File: config.mk
export PLATFORM = sky130hd
export DESIGN_NAME = ace_fetch
export DESIGN_NICKNAME = d
export VERILOG_FILES = /design/src/rtl/ace_core_pkg.sv /design/src/rtl/ace_fetch_mask.sv /design/src/rtl/ace_fetch.sv
export SDC_FILE = /design/constraint.sdc
export NUM_CORES = 1
export LEC_CHECK = 0
export ABC_AREA = 1
export BUFFER_PORTS_ARGS = -buffer_cell sky130_fd_sc_hd__buf_4
export CAP_MARGIN = 25
export CORE_MARGIN = 2
export CORE_UTILIZATION = 45
export CTS_CLUSTER_SIZE = 40
export DETAILED_ROUTE_END_ITERATION = 7
export PLACE_DENSITY = 0.68
export RECOVER_POWER = 50
export REMOVE_ABC_BUFFERS = 1
export SLEW_MARGIN = 20
export SYNTH_ARGS = -nofsm -noshare
export SYNTH_HDL_FRONTEND = slang
export SYNTH_SLANG_ARGS = --single-unit
File: constraint.sdc
create_clock -name clock -period 40.2 [get_ports clock]
set_input_delay 8.04 -clock clock [delete_from_list [all_inputs] [get_ports clock]]
set_output_delay 8.04 -clock clock [all_outputs]
set_load 0.05 [all_outputs]
File: src/rtl/ace_core_pkg.sv
// Shared fetch-stage definitions: line geometry and fetch FSM state encoding.
package ace_core_pkg;

    localparam int FETCH_W    = 8;                 // instruction slots per line
    localparam int INST_W     = 32;                // bits per instruction slot
    localparam int LINE_BYTES = 32;                // bytes per I-cache line
    localparam int LINE_W     = FETCH_W * INST_W;  // 256-bit line
    localparam int LINE_OFFS  = $clog2(LINE_BYTES);// byte-offset bits within a line
    localparam int SLOT_W     = $clog2(FETCH_W);   // slot index bits, pc[4:2]

    typedef enum logic [1:0] {
        ST_REQ   = 2'd0,
        ST_WAIT  = 2'd1,
        ST_HOLD  = 2'd2,
        ST_DRAIN = 2'd3
    } fetch_state_e;

endpackage

File: src/rtl/ace_fetch_mask.sv
// Slot-valid mask for a line entered at slot offset_i: slots below the entry point are invalid.
module ace_fetch_mask
    import ace_core_pkg::*;
(
    input  logic [SLOT_W-1:0]  offset_i,
    output logic [FETCH_W-1:0] mask_o
);

    // Slot k is valid when k >= offset_i.
    always_comb begin
        mask_o = {FETCH_W{1'b1}} << offset_i;
    end

endmodule

File: src/rtl/ace_fetch.sv
// Fetch stage: PC generation, one-outstanding I-cache line request, line slicing
// into eight registered instruction slots with a one-cycle valid pulse.
//
// state | meaning
// ------+---------------------------------------------------------------
// REQ   | request line at pc to the I-cache (suppressed while flush_i)
// WAIT  | request accepted, waiting for the response line
// HOLD  | line received while decode buffer full, held until it drains
// DRAIN | flushed while a request was in flight, swallow the stale line
module ace_fetch
    import ace_core_pkg::*;
#(
    parameter int                ADDR_W   = 32,
    parameter logic [ADDR_W-1:0] RESET_PC = 32'h8000_0000
) (
    input  logic              clock,
    input  logic              reset_n,
    input  logic              flush_i,
    input  logic [ADDR_W-1:0] redirect_pc_i,
    input  logic              instbuf_full_i,
    output logic              icache_req_o,
    output logic [ADDR_W-1:0] icache_addr_o,
    input  logic              icache_ready_i,
    input  logic              icache_rsp_vld_i,
    input  logic [LINE_W-1:0] icache_rsp_data_i,
    output logic [INST_W-1:0] inst0_o,
    output logic [INST_W-1:0] inst1_o,
    output logic [INST_W-1:0] inst2_o,
    output logic [INST_W-1:0] inst3_o,
    output logic [INST_W-1:0] inst4_o,
    output logic [INST_W-1:0] inst5_o,
    output logic [INST_W-1:0] inst6_o,
    output logic [INST_W-1:0] inst7_o,
    output logic              inst0_vld_o,
    output logic              inst1_vld_o,
    output logic              inst2_vld_o,
    output logic              inst3_vld_o,
    output logic              inst4_vld_o,
    output logic              inst5_vld_o,
    output logic              inst6_vld_o,
    output logic              inst7_vld_o
);

    fetch_state_e       state_q;
    logic [ADDR_W-1:0]  pc_q;
    logic [LINE_W-1:0]  hold_line_q;
    logic [FETCH_W-1:0] hold_mask_q;
    logic [INST_W-1:0]  inst_q [FETCH_W];
    logic [FETCH_W-1:0] vld_q;

    logic [FETCH_W-1:0] vld_d;
    logic [LINE_W-1:0]  line_d;
    logic               deliver;

    logic [FETCH_W-1:0] pc_mask;
    logic [ADDR_W-1:0]  line_base;
    logic [ADDR_W-1:0]  line_next;
    logic [ADDR_W-1:0]  redirect_pc;

    // Line address drops the byte offset; the next line wraps naturally at the top of memory.
    assign line_base   = pc_q & ~ADDR_W'(LINE_BYTES - 1);
    assign line_next   = line_base + ADDR_W'(LINE_BYTES);
    assign redirect_pc = redirect_pc_i & ~ADDR_W'(3);

    assign icache_req_o  = (state_q == ST_REQ) && !flush_i;
    assign icache_addr_o = line_base;

    ace_fetch_mask u_mask (
        .offset_i (pc_q[LINE_OFFS-1:2]),
        .mask_o   (pc_mask)
    );

    // Select what (if anything) is handed to decode at the next edge; a flush blocks delivery.
    always_comb begin
        deliver = 1'b0;
        vld_d   = '0;
        line_d  = icache_rsp_data_i;
        if (!flush_i) begin
            case (state_q)
                ST_WAIT: begin
                    if (icache_rsp_vld_i && !instbuf_full_i) begin
                        deliver = 1'b1;
                        vld_d   = pc_mask;
                    end
                end
                ST_HOLD: begin
                    if (!instbuf_full_i) begin
                        deliver = 1'b1;
                        vld_d   = hold_mask_q;
                        line_d  = hold_line_q;
                    end
                end
                default: ;
            endcase
        end
    end

    // Fetch FSM with PC and held-line registers; flush wins over every other event.
    always_ff @(posedge clock) begin
        if (!reset_n) begin
            state_q     <= ST_REQ;
            pc_q        <= RESET_PC;
            hold_line_q <= '0;
            hold_mask_q <= '0;
        end else begin
            case (state_q)
                ST_REQ: begin
                    if (flush_i) begin
                        pc_q <= redirect_pc;
                    end else if (icache_ready_i) begin
                        state_q <= ST_WAIT;
                    end
                end
                ST_WAIT: begin
                    if (flush_i) begin
                        pc_q    <= redirect_pc;
                        state_q <= icache_rsp_vld_i ? ST_REQ : ST_DRAIN;
                    end else if (icache_rsp_vld_i) begin
                        if (instbuf_full_i) begin
                            hold_line_q <= icache_rsp_data_i;
                            hold_mask_q <= pc_mask;
                            state_q     <= ST_HOLD;
                        end else begin
                            pc_q    <= line_next;
                            state_q <= ST_REQ;
                        end
                    end
                end
                ST_HOLD: begin
                    if (flush_i) begin
                        pc_q    <= redirect_pc;
                        state_q <= ST_REQ;
                    end else if (!instbuf_full_i) begin
                        pc_q    <= line_next;
                        state_q <= ST_REQ;
                    end
                end
                ST_DRAIN: begin
                    // A flush that coincides with the stale response still retires the drain.
                    if (flush_i) begin
                        pc_q <= redirect_pc;
                    end
                    if (icache_rsp_vld_i) begin
                        state_q <= ST_REQ;
                    end
                end
                default: state_q <= ST_REQ;
            endcase
        end
    end

    // Output slot registers: instructions hold between lines, valids pulse for one cycle.
    always_ff @(posedge clock) begin
        if (!reset_n) begin
            vld_q <= '0;
            for (int k = 0; k < FETCH_W; k++) begin
                inst_q[k] <= '0;
            end
        end else begin
            vld_q <= vld_d;
            if (deliver) begin
                for (int k = 0; k < FETCH_W; k++) begin
                    inst_q[k] <= line_d[k*INST_W +: INST_W];
                end
            end
        end
    end

    assign inst0_o = inst_q[0];
    assign inst1_o = inst_q[1];
    assign inst2_o = inst_q[2];
    assign inst3_o = inst_q[3];
    assign inst4_o = inst_q[4];
    assign inst5_o = inst_q[5];
    assign inst6_o = inst_q[6];
    assign inst7_o = inst_q[7];

    assign inst0_vld_o = vld_q[0];
    assign inst1_vld_o = vld_q[1];
    assign inst2_vld_o = vld_q[2];
    assign inst3_vld_o = vld_q[3];
    assign inst4_vld_o = vld_q[4];
    assign inst5_vld_o = vld_q[5];
    assign inst6_vld_o = vld_q[6];
    assign inst7_vld_o = vld_q[7];

endmodule

==> metrics.cfg <==
[finish]
stdcell_count=4135
final_nets=3609
finalInstanceArea_um2=31400
syn_to_final_growth_pct=19.3
drive_above_1_share_pct=12.6

[place]
dp_hpwl_um=48800
dp_slack_ns=23.62
port-buffer-count=583
placed_cell_area_um2=30400
gp_congestion=0.868
place_inst=4010

[hold_path]
hold_class=reg2reg
holdPathEnd=vld_q[7]
hold_start=hold_mask_q[7]
min_delay_path_depth=1

[timing]
tightest_slew_ns=4.15
rsz0062_at_grt=false
finalSetupViolCount=0
finalCritPeriodShare_pct=41.3
fin_setup_tns_ns=0
slew_headroom_pct=-177
fin_crit_ns=16.59
finalClockSkew_ns=0.0300
finalWorstSetupSlack_ns=23.61
max_freq_ghz=0.0603
slew_violations=349
finalHoldViolCount=0

[run_status]
violations=max-capacitance violations, max-slew violations
outcome=complete, but fails checks

[yosys]
ys_ff_latch=560
yosysUniqueCellTypes=38
synth_top_area_share_pct=29.2
synthesis.area_um2=26300
synth_edf_count=256
synth-async-reset-ratio_pct=0
syn_area_per_cell_um2=9.13
synth_flop_cell=dfxtp_1
synth_top_area_cell=edfxtp_1
synthCells=2882
seq_area_frac_synth_pct=52.3
synth_common_cells=nand2_1, nor2_1, dfxtp_1
ys_warn_count=0
synth_area_leaders=edfxtp_1, dfxtp_1, mux2i_1
yosys.cell_count.top_type=nand2_1

[floorplan]
fp.dieH_um=246
core_region_area_um2=57800
initial_core_util_pct=45.5
die_x_um=246
row_count=88
dieArea_um2=60400
io_pins=591

[critical_path]
reg2reg_slack_ns=33.52
r2r_cells=8
critPathMaxFanout=9
crit_arrival_ns=8.55
critPathKind=in2out
end_kind=output port
r2r-end=inst_q[0][121]
r2r_start=state_q[0]
required_ns=32.16
start_kind=input pin

[routing]
drc=0
wl_per_cell_um=18.1
vias_per_cell=5.29
num_vias=21900
drt_wl_total_um=75000
drt_iter0_drc=1501
antenna_left=0
firstDrtPassIters=6

[global_route]
grt_max_degree=144
grt_pass1_vias=21000
grt_pass1_wl_um=115000
grt_usage_pct=23.7
grt_antenna_before_repair=13
gr-total-overflow=0

[cts]
post-cts-setup-buffer-count=0
holdBufCountCts=0
numClockSinks=560
clk_path_buf_depth=3
numCtsBuffers=59
cts-root-buf=clkbuf_16
cts_max_level=2
path_clk_slew_ns=0.06
ctsResizeCount=0
clkLatencyLatePin_ns=0.62
cts_tree=yes

[power]
power.leakage_nw=13.8
p_per_area_nw_per_um2=55.4
ir_drop_mv=0.0338

[run]
drv_cap=7

==> layer usage <==
layer | up-vias | track usage (%) | wire, um
met3 | 182 | 5.48 | 5400
met5 | - | 0 | 30
met2 | 687 | 39.8 | 36200
li1 | 10700 | - | -
met4 | 4 | 10.2 | 3120
met1 | 10300 | 29.0 | 30200
==> registers in the layout, summed over array words and instances, names as in the netlist <==
| signal | flops |
|---|---|
| vld_q | 8 |
| inst_q | 256 |
| pc_q | 30 |
| hold_line_q | 256 |
| state_q | 2 |
| hold_mask_q | 8 |
==> placed cells by master, fill, tap and decap left out, types with 4 or more instances in the layout <==
cell,n
a211oi_1,258
a21oi_1,106
a31oi_1,4
buf_4,307
bufinv_16,8
clkbuf_1,314
clkbuf_16,60
clkbuf_8,8
clkinv_1,4
clkinv_2,11
conb_1,5
dfxtp_1,304
diode_2,11
edfxtp_1,256
ha_1,5
inv_1,228
inv_2,4
mux2i_1,256
nand2_1,504
nand3_1,25
nand4_1,8
nor2_1,356
nor2_2,4
nor2_4,5
o21ai_0,113
o21ai_1,172
==> power breakdown <==
| part | switching [mW] | internal, mW |
|---|---|---|
| Sequential | 0.0415 | 0.674 |
| Combinational | 0.333 | 0.124 |
| Clock | 0.228 | 0.339 |
| Total | 0.602 | 1.14 |
==> per-stage QoR <==
| stage | power, mW | util (%) | hold WS [ns] |
|---|---|---|---|
| after floorplan | 1.08 | - | 0.440 |
| after global placement | 1.19 | 52.6 | 0.454 |
| after detailed placement | 1.20 | 52.6 | 0.469 |
| after CTS | 1.77 | 56.1 | 0.486 |
| after global routing | 1.82 | 54.3 | 0.505 |
| final | 1.74 | 54.3 | 0.482 |
==> how the worst max path moves through the flow <==
stage          startpoint      endpoint  slack [ns]  depth (start not counted)
6_report          flush_i  icache_req_o       23.61                          3
4_1_cts           flush_i  icache_req_o       23.61                          3
3_3_place_gp      flush_i  icache_req_o       23.62                          3
2_1_floorplan     flush_i  inst_q[0][0]       12.25                          3
5_1_grt           flush_i  icache_req_o       23.60                          3
3_5_place_dp      flush_i  icache_req_o       23.62                          3
==> final cells by class <==
type,instances,area (um2)
fillers,5353,26400
flip-flops and latches,560,13800
multi-input cells,1845,10200
repair buffers,610,3520
clock buffers,84,1670
well taps,765,957
inverters,234,888
clock inverters,26,334
diodes,11,27.5
==> worst max-delay path: stages <==
cell and delay, ns:
buf_4 0.17, nor2_1 0.13, buf_4 0.21
==> cell families after synthesis <==
logic type	Yosys count	share of synthesized area (%)
and+or+nand+nor	914	13.6
AOI/OAI and AO/OA	661	15.1
DFF	560	52.3
buffers and inverters	481	8.82
muxes	256	9.74
adders and majority gates	5	0.238
xor gates and xnor gates	4	0.133
other	1	0.0142
(Power assumes the default switching activity.)
